[src/rtl/approx_mul_sweep_monitor.sv]
// Exhaustive signed-operand sweep driving an external multiplier,
// with in-hardware error statistics against the exact product.
//
// Ports:
//   clk, rst_n        clock, synchronous active-low reset
//   start/abort/hold  sweep control
//   op_a/op_b/op_valid operand pair issued to the multiplier
//   dut_r             multiplier result, DUT_LAT cycles after its pair
//   busy/done         RUN or DRAIN / DONE
//   sample_cnt, err_cnt, sum_abs_err, bias_sum,
//   max_abs_err, max_a, max_b   accumulated statistics
module approx_mul_sweep_monitor #(
  parameter int W       = 8,
  parameter int DUT_LAT = 0,
  parameter int CNT_W   = 2*W+1,
  parameter int ACC_W   = 4*W+2
) (
  input  logic                    clk,
  input  logic                    rst_n,
  input  logic                    start,
  input  logic                    abort,
  input  logic                    hold,
  output logic signed [W-1:0]     op_a,
  output logic signed [W-1:0]     op_b,
  output logic                    op_valid,
  input  logic signed [2*W-1:0]   dut_r,
  output logic                    busy,
  output logic                    done,
  output logic [CNT_W-1:0]        sample_cnt,
  output logic [CNT_W-1:0]        err_cnt,
  output logic [ACC_W-1:0]        sum_abs_err,
  output logic signed [ACC_W-1:0] bias_sum,
  output logic [2*W:0]            max_abs_err,
  output logic signed [W-1:0]     max_a,
  output logic signed [W-1:0]     max_b
);

  typedef enum logic [1:0] {
    IDLE, RUN, DRAIN, DONE
  } state_t;

  localparam int DW =
    (DUT_LAT > 1) ? $clog2(DUT_LAT+1) : 1;

  localparam logic [W-1:0] MIN_V =
    {1'b1, {(W-1){1'b0}}};
  localparam logic [W-1:0] MAX_V =
    {1'b0, {(W-1){1'b1}}};

  state_t        state;
  logic [DW-1:0] drain_cnt;
  logic          clr;
  logic          last_pair;

  assign clr = start &&
    (state == IDLE || state == DONE);
  assign busy = (state == RUN) ||
    (state == DRAIN);
  assign done = (state == DONE);
  assign op_valid = (state == RUN) && !hold;
  assign last_pair = (op_a == MAX_V) &&
    (op_b == MAX_V);

  always_ff @(posedge clk) begin
    if (!rst_n) begin
      state     <= IDLE;
      op_a      <= '0;
      op_b      <= '0;
      drain_cnt <= '0;
    end else begin
      unique case (state)
        IDLE, DONE: begin
          if (start) begin
            state <= RUN;
            op_a  <= MIN_V;
            op_b  <= MIN_V;
          end
        end
        RUN: begin
          if (abort) begin
            state <= IDLE;
          end else if (!hold) begin
            if (last_pair) begin
              state <= (DUT_LAT > 0) ?
                DRAIN : DONE;
              drain_cnt <= '0;
            end else if (op_b == MAX_V) begin
              op_b <= MIN_V;
              op_a <= op_a + 1'b1;
            end else begin
              op_b <= op_b + 1'b1;
            end
          end
        end
        DRAIN: begin
          if (abort) begin
            state <= IDLE;
          end else if (drain_cnt ==
                       DW'(DUT_LAT-1)) begin
            state <= DONE;
          end else begin
            drain_cnt <= drain_cnt + 1'b1;
          end
        end
        default: state <= IDLE;
      endcase
    end
  end

  // Pair aligned with dut_r
  logic signed [W-1:0] al_a;
  logic signed [W-1:0] al_b;
  logic                al_v;

  if (DUT_LAT == 0) begin : g_wire
    assign al_a = op_a;
    assign al_b = op_b;
    assign al_v = op_valid;
  end else begin : g_pipe
    logic [W-1:0]       da [DUT_LAT];
    logic [W-1:0]       db [DUT_LAT];
    logic [DUT_LAT-1:0] dv;

    always_ff @(posedge clk) begin
      if (!rst_n || clr) begin
        dv <= '0;
        for (int i = 0; i < DUT_LAT; i++) begin
          da[i] <= '0;
          db[i] <= '0;
        end
      end else begin
        da[0] <= op_a;
        db[0] <= op_b;
        dv[0] <= op_valid;
        for (int i = 1; i < DUT_LAT; i++) begin
          da[i] <= da[i-1];
          db[i] <= db[i-1];
          dv[i] <= dv[i-1];
        end
      end
    end

    assign al_a = da[DUT_LAT-1];
    assign al_b = db[DUT_LAT-1];
    assign al_v = dv[DUT_LAT-1];
  end

  logic signed [2*W-1:0] a_x;
  logic signed [2*W-1:0] b_x;
  logic signed [2*W-1:0] exact;
  logic signed [2*W:0]   d;
  logic [2*W:0]          abs_d;
  logic                  acc_en;
  logic [ACC_W:0]        sum_nx;
  logic signed [ACC_W:0] bias_nx;

  assign a_x = {{W{al_a[W-1]}}, al_a};
  assign b_x = {{W{al_b[W-1]}}, al_b};
  assign exact = a_x * b_x;
  assign d = {dut_r[2*W-1], dut_r} -
    {exact[2*W-1], exact};
  assign abs_d = d[2*W] ? -d : d;
  // Aligned pairs left in the pipe
  // after an abort are dropped.
  assign acc_en = al_v && busy;

  assign sum_nx = {1'b0, sum_abs_err} +
    {{(ACC_W-2*W){1'b0}}, abs_d};
  assign bias_nx =
    {bias_sum[ACC_W-1], bias_sum} +
    {{(ACC_W-2*W){d[2*W]}}, d};

  always_ff @(posedge clk) begin
    if (!rst_n || clr) begin
      sample_cnt  <= '0;
      err_cnt     <= '0;
      sum_abs_err <= '0;
      bias_sum    <= '0;
      max_abs_err <= '0;
      max_a       <= '0;
      max_b       <= '0;
    end else if (acc_en) begin
      sample_cnt <= sample_cnt + 1'b1;
      if (d != '0)
        err_cnt <= err_cnt + 1'b1;
      if (sum_nx[ACC_W])
        sum_abs_err <= '1;
      else
        sum_abs_err <= sum_nx[ACC_W-1:0];
      // Top two bits differ: signed overflow
      if (bias_nx[ACC_W] != bias_nx[ACC_W-1])
        bias_sum <= bias_nx[ACC_W] ?
          {1'b1, {(ACC_W-1){1'b0}}} :
          {1'b0, {(ACC_W-1){1'b1}}};
      else
        bias_sum <= bias_nx[ACC_W-1:0];
      if (abs_d > max_abs_err) begin
        max_abs_err <= abs_d;
        max_a       <= al_a;
        max_b       <= al_b;
      end
    end
  end

endmodule

[config.mk]
export PLATFORM = sky130hd
export DESIGN_NAME = approx_mul_sweep_monitor
export DESIGN_NICKNAME = d
export VERILOG_FILES = /design/src/rtl/approx_mul_sweep_monitor.sv
export SDC_FILE = /design/constraint.sdc
export NUM_CORES = 1
export LEC_CHECK = 0
export CAP_MARGIN = 5
export CORE_ASPECT_RATIO = 0.5
export CORE_UTILIZATION = 50
export CTS_CLUSTER_SIZE = 40
export DETAILED_ROUTE_END_ITERATION = 7
export PLACE_DENSITY = 0.75
export SYNTH_ARGS = -nofsm -noshare
export SYNTH_HDL_FRONTEND = slang
export SYNTH_SLANG_ARGS = --single-unit
[constraint.sdc]
create_clock -name clk -period 8.11 [get_ports clk]
set_input_delay 1.622 -clock clk [delete_from_list [all_inputs] [get_ports clk]]
set_output_delay 1.622 -clock clk [all_outputs]
set_load 0.01 [all_outputs]
==> reports/qor.txt <==
Net Sw Power -> 4.04 mW
Top Usage Layer GRT -> met2
Drt total wl -> 36.3 mm
Clock Latency Late Sink -> 0.45 ns
Detail Placement HPWL -> 26.3 mm
WHS -> 0.476 ns
Clock Skew -> 0.0108 ns
Die Height -> 116 um
Synth Register Bits -> 154
Ys async rst share -> 0
CP Capture Type -> flip-flop
Core Box Area -> 25400 um^2
Top_reg_cell synth -> dfxtp_1
Final setup vio count -> 0
Cells on worst reg2reg path -> 30
# H-tree levels -> 4
Net switching share of the total power -> 0.505
Io pins -> 175
First-pass GRT wire length -> 57.3 mm
CTS tree -> built
PwrDens -> 485 nW/um^2
Slew headroom -> 0.447
Post-route insts no fill -> 2170
Setup CP Type -> reg -> reg
Max cap viols -> 0
Crit path required time -> 8.50 ns
Initial Util -> 0.514
CP startpoint kind -> flip-flop
Dominant cell type by count on the critical path -> fa_1
Max incr delay on CP -> 0.61 ns
Yosys warnings -> 0
Post-synthesis sequential area ratio -> 0.236
Die area -> 26800 um^2
Iteration-0 DRC Markers -> 795
Vias per cell -> 5.62
Total Nets Final -> 2016
Avg WL per Cell -> 16.7 um
Gate power share -> 0.778
Final period util -> 0.976
EDFF count, synth -> 0
Final Max Tran Viols -> 0
Syn_area_per_cell -> 8.05 um^2
DRC violations left -> 0
Final ANT Viol Nets -> 0
Crit path DAT -> 8.30 ns
Port bufs -> 174
Min cycle time layout -> 7.92 ns
Top cell type's share of synthesized area -> 0.236
Die width -> 230 um
Longest Clk Path Bufs -> 2
Vias in the first global route -> 11400
Clock-pin slew on the worst setup and hold paths -> 0.07 ns
Final GP Congestion -> 0.922
Tot GR Track Use -> 0.265
Worst-path maximum fanout -> 9
Number of cells on the worst hold path -> 2
Fmax -> 126 MHz
Row count -> 41
Crit-path slowest cell -> fa_2
Placed insts -> 2119
Mapped Nets -> 1823
Peak supply drop -> 0.480 mV
CTS Hold Buffers Added -> 0
Sequential power share -> 0.113
Area delta synth->final -> 26.3%
Pin count of the biggest net entering global routing -> 80
Leak -> 6.78 nW
Num CTS Buffers -> 17
Status -> completed
Top cells by area, synth -> dfxtp_1, ha_1, fa_1, a21oi_1, o21ai_0
Yosys cell types -> 70
Final Hold Viols -> 0
Largest area contributor in the netlist -> dfxtp_1
Clock sinks -> 154
Ratio of cells with drive above 1 in the final layout -> 0.0942
TritonRoute pass-1 iters -> 5
Worst min-delay path category -> reg -> reg
Pint -> 3.96 mW
DR vias -> 12200
GR met2 Demand/Resource -> 0.442
GR Util met3 -> 0.0488
Clock Power Share -> 0.109
Initial antenna violation count -> 0
Met1 GRT Util -> 0.358
Synth Cell Area -> 13000 um^2
Clk root buf -> clkbuf_16
Slew @ Worst Pin -> 0.830 ns
Cell count after synthesis -> 1621
Total gr overflow -> 0
final timing paths:
| kind | from | to | slack [ns] |
|---|---|---|---|
| worst min register to register | err_cnt[16]$_SDFFE_PP0P_ | err_cnt[16]$_SDFFE_PP0P_ | 0.48 |
| worst max register to register | op_a[7]$_SDFFE_PN0P_ | sum_abs_err[11]$_SDFFE_PP0P_ | 0.19 |
| worst min-delay path | err_cnt[16]$_SDFFE_PP0P_ | err_cnt[16]$_SDFFE_PP0P_ | 0.48 |
| worst max-delay path | op_a[7]$_SDFFE_PN0P_ | sum_abs_err[11]$_SDFFE_PP0P_ | 0.19 |
through the flow:
step	utilization	worst slack (ns)	TNS (ns)	cell area [um^2]	total power, mW
2_1_floorplan	-	0.0222	0	13100	4.89
3_3_place_gp	0.606	0.128	0	15400	6.30
3_5_place_dp	0.606	-0.0255	-0.122	15400	6.37
4_1_cts	0.631	0.0110	0	16000	7.29
5_1_grt	0.649	-0.173	-3.25	16500	8.66
6_report	0.649	0.195	0	16500	8.00
power groups by stage:
stage | logic [mW] | clock network, mW | registers (mW)
floorplan | 3.97 | 0 | 0.920
global placement | 5.38 | 0 | 0.918
detailed placement | 5.46 | 0 | 0.916
CTS | 5.51 | 0.882 | 0.900
global route | 6.83 | 0.915 | 0.910
finish | 6.23 | 0.872 | 0.903
placed cells by master, fill, tap and decap left out, types with 11 or more instances in the layout:
cell / count
xnor2_1: 48
nor3_1: 23
ha_1: 108
xor2_1: 45
or3_1: 18
dfxtp_1: 144
and2_1: 44
nor2_1: 123
clkbuf_16: 19
nand2b_1: 25
o21a_1: 15
inv_1: 161
nand2_1: 103
o21ai_0: 124
nand4_1: 21
o211ai_1: 14
buf_4: 58
a211oi_1: 11
a21o_1: 26
clkdlybuf4s50_1: 174
fa_1: 64
mux2i_1: 25
a21oi_1: 165
nor2b_1: 17
and3_1: 15
nand3_1: 30
cell usage after synthesis, types with 45 or more instances:
| cell | count |
|---|---|
| a21oi_1 | 171 |
| and2_1 | 45 |
| clkbuf_1 | 60 |
| dfxtp_1 | 154 |
| fa_1 | 67 |
| ha_1 | 114 |
| inv_1 | 164 |
| nand2_1 | 105 |
| nor2_1 | 125 |
| o21ai_0 | 129 |
| xnor2_1 | 53 |
| xor2_1 | 47 |
worst max-delay path: cells and delay by family (launching register included):
kind	cells	cell delay [ns]
adders and majority gates	6	2.98
and+or+nand+nor	6	1.04
AOI/OAI and AO/OA	8	1.84
xor gates and xnor gates	3	0.61
DFF	1	0.36
buffers and inverters	7	1.02
cell type report:
type | count | area [um^2]
antenna | 1 | 2.50
inverter | 165 | 623
clock inverter | 10 | 166
clock buffer | 20 | 457
sequential | 154 | 3100
timing repair buffer | 242 | 2330
fill | 2140 | 8910
tap | 344 | 430
multi-input combinational | 1234 | 9370
state kept, by name, summed over array words and instances (netlist names):
| register | flops |
|---|---|
| op_a | 8 |
| bias_sum | 34 |
| op_b | 8 |
| state | 2 |
| max_b | 8 |
| drain_cnt | 1 |
| err_cnt | 17 |
| sample_cnt | 17 |
| max_a | 8 |
| sum_abs_err | 34 |
| max_abs_err | 17 |
cells by family (layout without fill, tap and decap cells):
kind of cell             Yosys count  after routing  synth area share
flip-flops                       154            154             0.236
AND/OR/NAND/NOR                  463            464             0.178
XOR/XNOR                         101            101            0.0689
other                              0              1                 0
buffers and inverters            234            437            0.0692
AO/OA/AOI/OAI                    456            456             0.211
adder cells (fa/ha/maj)          188            188             0.218
multiplexers                      25             25            0.0192
routing by layer:
layer | vias to the layer above | share of wire
li1 | 6008 | -
met1 | 5802 | 0.47
met2 | 336 | 0.46
met3 | 50 | 0.053
met4 | 0 | 0.018
met5 | - | 0
repair_timing:
item                                    in CTS  in global routing
cloned                                       0                  5
setup buffers                                0                 15
endpoints found under the setup margin      15                 98
resized for setup                            3                 60
pin swaps                                    1                 20
(Power assumes the default switching activity.)
